===== src/rtl/encrypt_ofb_stream.sv =====
`default_nettype none
// ============================================================================
// Module      : encrypt_ofb_stream
// Description : AES-128 OFB stream encryptor driving an external AES core
//               through a start/done handshake.
// Revision    : 1.0 - initial release
// ============================================================================
module encrypt_ofb_stream #(
    parameter int AES_TIMEOUT = 64,
    parameter int CNT_W       = 16
) (
    input  logic             clk,
    input  logic             rst,
    input  logic             ld,
    input  logic [127:0]     key,
    input  logic [127:0]     iv,
    input  logic             pt_valid,
    output logic             pt_ready,
    input  logic [127:0]     pt,
    input  logic             pt_last,
    output logic             ct_valid,
    input  logic             ct_ready,
    output logic [127:0]     ct,
    output logic             ct_last,
    output logic             aes_start,
    output logic [127:0]     aes_key,
    output logic [127:0]     aes_in,
    input  logic             aes_done,
    input  logic [127:0]     aes_out,
    output logic             done,
    output logic             busy,
    output logic             err,
    output logic [CNT_W-1:0] blk_cnt
);

    localparam logic [2:0] c_ST_IDLE  = 3'd0;
    localparam logic [2:0] c_ST_GEN   = 3'd1;
    localparam logic [2:0] c_ST_WAIT  = 3'd2;
    localparam logic [2:0] c_ST_READY = 3'd3;
    localparam logic [2:0] c_ST_OUT   = 3'd4;
    localparam logic [2:0] c_ST_FLUSH = 3'd5;

    localparam int              c_TO_W    = $clog2(AES_TIMEOUT + 1);
    localparam logic [c_TO_W-1:0] c_TO_LAST = c_TO_W'(AES_TIMEOUT - 1);

    logic [2:0]        r_state;
    logic [127:0]      r_fb;
    logic [127:0]      r_key;
    logic [127:0]      r_ks;
    logic [127:0]      r_ct;
    logic              r_ct_valid;
    logic              r_ct_last;
    logic              r_done;
    logic              r_err;
    logic [CNT_W-1:0]  r_blk_cnt;
    logic [c_TO_W-1:0] r_to_cnt;

    always_ff @(posedge clk) begin
        if (rst) begin
            r_state    <= c_ST_IDLE;
            r_fb       <= '0;
            r_key      <= '0;
            r_ks       <= '0;
            r_ct       <= '0;
            r_ct_valid <= 1'b0;
            r_ct_last  <= 1'b0;
            r_done     <= 1'b0;
            r_err      <= 1'b0;
            r_blk_cnt  <= '0;
            r_to_cnt   <= '0;
        end else begin
            r_done <= 1'b0;
            if (ld) begin
                // A result still owed by the core must be drained before reuse
                r_fb       <= iv;
                r_key      <= key;
                r_blk_cnt  <= '0;
                r_err      <= 1'b0;
                r_ct_valid <= 1'b0;
                r_ct_last  <= 1'b0;
                r_to_cnt   <= '0;
                r_state    <= (r_state == c_ST_WAIT || r_state == c_ST_FLUSH)
                              ? c_ST_FLUSH : c_ST_GEN;
            end else begin
                case (r_state)
                    c_ST_IDLE: begin
                        r_state <= c_ST_IDLE;
                    end
                    c_ST_GEN: begin
                        r_to_cnt <= '0;
                        r_state  <= c_ST_WAIT;
                    end
                    c_ST_WAIT: begin
                        if (aes_done) begin
                            r_ks    <= aes_out;
                            r_fb    <= aes_out;
                            r_state <= c_ST_READY;
                        end else if (r_to_cnt == c_TO_LAST) begin
                            r_err   <= 1'b1;
                            r_state <= c_ST_IDLE;
                        end else begin
                            r_to_cnt <= r_to_cnt + c_TO_W'(1);
                        end
                    end
                    c_ST_FLUSH: begin
                        if (aes_done) begin
                            r_state <= c_ST_GEN;
                        end else if (r_to_cnt == c_TO_LAST) begin
                            r_err   <= 1'b1;
                            r_state <= c_ST_IDLE;
                        end else begin
                            r_to_cnt <= r_to_cnt + c_TO_W'(1);
                        end
                    end
                    c_ST_READY: begin
                        if (pt_valid) begin
                            r_ct       <= pt ^ r_ks;
                            r_ct_last  <= pt_last;
                            r_ct_valid <= 1'b1;
                            r_state    <= c_ST_OUT;
                        end
                    end
                    c_ST_OUT: begin
                        if (r_ct_valid && ct_ready) begin
                            r_ct_valid <= 1'b0;
                            r_ct_last  <= 1'b0;
                            r_blk_cnt  <= r_blk_cnt + CNT_W'(1);
                            if (r_ct_last) begin
                                r_done  <= 1'b1;
                                r_state <= c_ST_IDLE;
                            end else begin
                                r_state <= c_ST_GEN;
                            end
                        end
                    end
                    default: begin
                        r_state <= c_ST_IDLE;
                    end
                endcase
            end
        end
    end

    assign pt_ready  = (r_state == c_ST_READY);
    assign aes_start = (r_state == c_ST_GEN);
    assign busy      = (r_state != c_ST_IDLE);
    assign aes_key   = r_key;
    assign aes_in    = r_fb;
    assign ct        = r_ct;
    assign ct_valid  = r_ct_valid;
    assign ct_last   = r_ct_last;
    assign done      = r_done;
    assign err       = r_err;
    assign blk_cnt   = r_blk_cnt;

endmodule
`default_nettype wire


===== config.mk =====
export PLATFORM = sky130hd
export DESIGN_NAME = encrypt_ofb_stream
export DESIGN_NICKNAME = d
export VERILOG_FILES = /design/src/rtl/encrypt_ofb_stream.sv
export SDC_FILE = /design/constraint.sdc
export NUM_CORES = 1
export LEC_CHECK = 0
export CAP_MARGIN = 10
export CORE_AREA = 8 8 349 351
export DETAILED_ROUTE_END_ITERATION = 6
export DIE_AREA = 0 0 357 359
export GPL_TIMING_DRIVEN = 0
export SYNTH_ARGS = -nofsm -noshare
export SYNTH_HDL_FRONTEND = slang
export SYNTH_SLANG_ARGS = --single-unit

===== constraint.sdc =====
create_clock -name clk -period 2.65 [get_ports clk]
set_clock_uncertainty 0.15 [all_clocks]
set_input_delay 0.3975 -clock clk [delete_from_list [all_inputs] [get_ports clk]]
set_output_delay 0.3975 -clock clk [all_outputs]
set_load 0.01 [all_outputs]

Yosys cells after proc, flatten, opt, wreduce, memory -nomap -nowiden --
Index checks and enable logic that the tools add are counted.
Word-level totals: flip-flop bits (word level) 542, bits of input ports 519, output and inout bits 407, word-level logic and storage cells 69
Cells by class: $add $sub $neg 2, eq/ne operators 12, multiplexer cells 21, bitwise logic cells 5, reductions and logical operators 18
Operator list (count):
- $mux 128 | 3
- $xor 128x128->128 | 1
- $mux 3 | 7
- $add 16x1->16 const B | 1
- $pmux 3 s5 | 1
- $reduce_and 3->1 | 5
- $mux 7 | 2
- $pmux 7 s2 | 1
- $ne 2x2->1 const B | 4
- $reduce_bool 2->1 | 4
- $add 7x1->7 const B | 1
- $eq 7x6->1 const B | 1
- $eq 3x2->1 const B | 2
- $eq 3x3->1 const B | 2
- $ne 3x3->1 const B | 2
- $reduce_and 2->1 | 3
- $mux 1 | 5
- $not 1->1 | 4
- $pmux 1 s2 | 2
- $reduce_or 2->1 | 2
- $reduce_or 4->1 | 1
- $eq 3x1->1 const B | 1
- $reduce_bool 3->1 | 1
- $logic_and 1x1->1 | 1
- $logic_or 1x1->1 | 1

Depth between registers and ports, before layout --
depth after elaboration 5, mapped depth 7

Worst setup path after synthesis --
Ideal clock, no wire load.
path type register -> register, start register r_blk_cnt[0] (netlist: blk_cnt[0]), end register r_blk_cnt[10] (netlist: blk_cnt[10]), setup time 0.070 ns, arrival time 1.581 ns, setup slack 0.848 ns, stages on the path, launching flop included 6, buffers on the path 0, period minus slack after synthesis 1.802 ns, cells stage by stage dfxtp_1 ha_1 nand4b_1 nand2b_2 or4b_1 a21oi_1
On the way: cells in the longest elaborated chain, start to end 1
Ends and longest elaborated chain:
- start, declared | RTL line 55 | logic [CNT_W-1:0] r_blk_cnt;
- start signal, assigned | RTL line 127 | r_blk_cnt <= r_blk_cnt + CNT_W'(1);
- $add 16x1->16 | RTL line 127
No other way between the ends. A chain may end at the register's enable or synchronous reset.

Worst setup path after layout --
start register r_state[0], end output aes_start
On the way: cells in the longest elaborated chain, start to end 1
Ends and longest elaborated chain:
- start, declared | RTL line 46 | logic [2:0] r_state;
- start signal, assigned | RTL line 60 | r_state <= c_ST_IDLE;
- start signal, assigned | RTL line 82 | r_state <= (r_state == c_ST_WAIT || r_state == c_ST_FLUSH)
- start signal, assigned | RTL line 87 | r_state <= c_ST_IDLE;
- $eq 3x1->1 | RTL line 145 | assign aes_start = (r_state == c_ST_GEN);
- end, declared | RTL line 25 | output logic aes_start,
No other way between the ends.

==> flow_summary.yaml <==
critical_path:
  cp.required_ns: 2.10
  critPathArrivalTime_ns: 1.93
  critPathLaunchType: "register"
  cp_common_cell: "inv_1"
  path_cells: "buf_4, inv_1, or3_1, inv_1, buf_2"
  cp_slowest_cell: "or3_1"
  worst_setup_path_end_kind: "primary output"
  max_stage_delay_ns: 0.40
  path_max_fanout: 10
  worstSetupPathType: "reg2out"
routing:
  postRouteAntennaNets: 0
  avgViaCountPerCell: 4.18
  wl_per_cell_um: 22.4
  drtIter0Drc: 1265
  drtPass1Iterations: 5
  drc: 0
  wl_um: 109000
  via_count: 20300
yosys:
  synth-edff-count: 0
  synth_cells: 2258
  yosys_warnings: 0
  synth_area_um2: 22400
  synth-seq-cells: 542
  synth_flop_cell: "dfxtp_1"
  synthArstFlopShare: 0
  ys_top_cells_by_area: "dfxtp_1, mux2i_1, a211oi_2"
  yosysTopAreaCellShare: 0.485
  syn_avg_cell_area_um2: 9.90
  yosysSeqAreaShare: 0.485
  synth_nets: 2779
  yosysUniqueCellTypes: 57
  synth_top_area_cell: "dfxtp_1"
sta:
  slew_headroom: 0.320
  hold_viol: 0
  timing.hold.ws_ns: 0.202
  rsz0062_at_grt: "no"
  fin_crit_sh: 0.936
  final_max_slew_viol_count: 0
  fin_crit_ns: 2.48
  clock.fmax_ghz: 0.403
  setup_viol: 0
  worst_pin_slew_ns: 1.02
  worst_slack_ns: 0.170
cells_and_area:
  layout_common_cells: "clkdlybuf4s50_1, dfxtp_1, nor2_1"
  area_growth_pct: 60.2
  layout_commonest_cell: "clkdlybuf4s50_1"
  final_cell_area_um2: 35800
  fin_cells: 4846
  drive_gt1_frac: 0.107
  fin_nets: 3776
placement:
  port_buffers: 925
  placed_area_um2: 33600
  globalplace.congestion: 0.889
  hpwl_um: 88000
  dp_slack_ns: -1.25
  place_inst: 4721
power:
  p_sw_frac: 0.253
  pwr-share-clk: 0.455
  ir_worst_vdd_mv: 0.469
  pwr-share-comb: 0.131
  switching_power_mw: 5.24
  seq_power_share: 0.414
  powerDensity_nw_per_um2: 579
  p_leak_nw: 13.2
  p_int_mw: 15.5
global_routing:
  track_usage: 0.162
  grt_pass1_wl_um: 152000
  grt-ovfl-total: 0
  grt_start_max_net_pins: 20
  antenna_found_initial: 17
  grt_pass1_vias: 20800
floorplan:
  design.die.area_um2: 128000
  ios: 926
  coreArea_um2: 117000
  row_count: 126
  start_util: 0.192
  die_w_um: 357
  die_h_um: 359
clock_network:
  cts_tree: "built"
  path_clk_slew_ns: 0.06
  cts_root_buf: "clkbuf_16"
  cts_sinks: 542
  htree_levels: 3
  cts_hold_buf: 0
  clk_latency_ns: 0.63
  cts_buffer_depth: 3
  tritoncts.num_buffers: 69
min_path:
  hp-class: "in2reg"
flow_run:
  drv_cap: 0
outcome:
  status: "finished, final reports clean"
[area by class of cell]
| cell class | count | area [um2] |
|---|---|---|
| Timing Repair Buffer | 927 | 9280 |
| Clock inverter | 22 | 251 |
| Tap cell | 1536 | 1920 |
| Inverter | 6 | 22.5 |
| Fill cell | 12200 | 80800 |
| Buffer | 160 | 845 |
| Antenna cell | 7 | 17.5 |
| Sequential cell | 542 | 10900 |
| Multi-Input combinational cell | 1549 | 10600 |
| Clock buffer | 97 | 1980 |
[logic make-up after synthesis]
kind of cell / count (synthesis) / synth area share
DFF: 542 / 0.485
and+or+nand+nor: 730 / 0.133
xor gates and xnor gates: 135 / 0.0529
AOI/OAI and AO/OA: 298 / 0.110
muxes: 384 / 0.179
buffers and inverters: 167 / 0.0385
adders and majority gates: 2 / 0.00112
[metrics by stage]
| stage | utilization | total power [mW] | TNS, ns |
|---|---|---|---|
| after detailed placement | 0.288 | 11.5 | -320.19 |
| after CTS | 0.307 | 21.1 | 0 |
| after global placement | 0.287 | 11.5 | -434.25 |
| after floorplan | - | 9.70 | 0 |
| after global routing | 0.307 | 21.6 | 0 |
| final | 0.307 | 20.7 | 0 |
[layer usage]
metal | part of all wire | vias to the layer above | GRT usage
li1 | - | 9652 | -
met1 | 0.41 | 9720 | 0.190
met2 | 0.48 | 736 | 0.278
met3 | 0.090 | 142 | 0.0558
met4 | 0.023 | 8 | 0.0432
met5 | 0.00049 | - | 0
[power groups by stage]
stage | sequential [mW] | combinational, mW | clock [mW]
3_5_place_dp | 8.75 | 2.73 | 0
4_1_cts | 8.57 | 2.75 | 9.77
5_1_grt | 8.60 | 2.89 | 10.1
6_report | 8.58 | 2.71 | 9.44
2_1_floorplan | 8.83 | 0.863 | 0
3_3_place_gp | 8.74 | 2.72 | 0
[final timing paths]
| kind | startpoint | to | slack [ns] | cells after the start |
|---|---|---|---|---|
| worst min register to register | r_to_cnt[6]$_SDFFE_PP0P_ | r_to_cnt[6]$_SDFFE_PP0P_ | 0.29 | 2 |
| worst min-delay path | aes_out[32] | r_ks[32]$_SDFFE_PP0P_ | 0.20 | 3 |
| worst max register to register | r_state[1]$_SDFFE_PP0P_ | ct[111]$_SDFFE_PP0P_ | 0.27 | 6 |
| worst max-delay path | r_state[0]$_SDFFE_PP0P_ | aes_start | 0.17 | 5 |
[critical path: cells and delay by family, from the launching register on]
kind                   cells  cell delay, ns
buffers and inverters      4            0.52
and+or+nand+nor            1            0.40
DFF                        1            0.39
[synthesized netlist by cell type (2+ instances only)]
cell      number
a211oi_1      10
a211oi_2     120
a21oi_1      143
a31oi_1        2
and2_1         2
and3_1         2
and4b_1        2
buf_1          6
buf_2         67
buf_4         14
buf_6         13
clkbuf_1      61
dfxtp_1      542
ha_1           2
inv_1          6
mux2_1       109
mux2_2        19
mux2i_1      256
nand2_1      271
nand2b_1       6
nand3_1        7
nand4_1        4
nand4b_1       2
nor2_1       397
nor2b_1        2
nor3_1         6
nor3b_1        2
o21a_1         2
o21ai_0        8
o221ai_1       2
o31ai_1        3
or3_1         10
or4_1          3
xnor2_1      132
xor2_1         3
[state kept, by name, summed over array words and instances (netlist names)]
signal,cells
aes_in,128
aes_key,128
blk_cnt,16
ct,128
ct_last,1
ct_valid,1
done,1
err,1
r_ks,128
r_state,3
r_to_cnt,7
[repair_timing]
item / CTS / global route
hold endpoints to repair: 0 / 0
endpoints found under the setup margin: 265 / 9
gates cloned: 0 / 0
buffers inserted: 0 / 0
gates resized for setup: 11 / 2
Power figures use the tool's default switching activity.
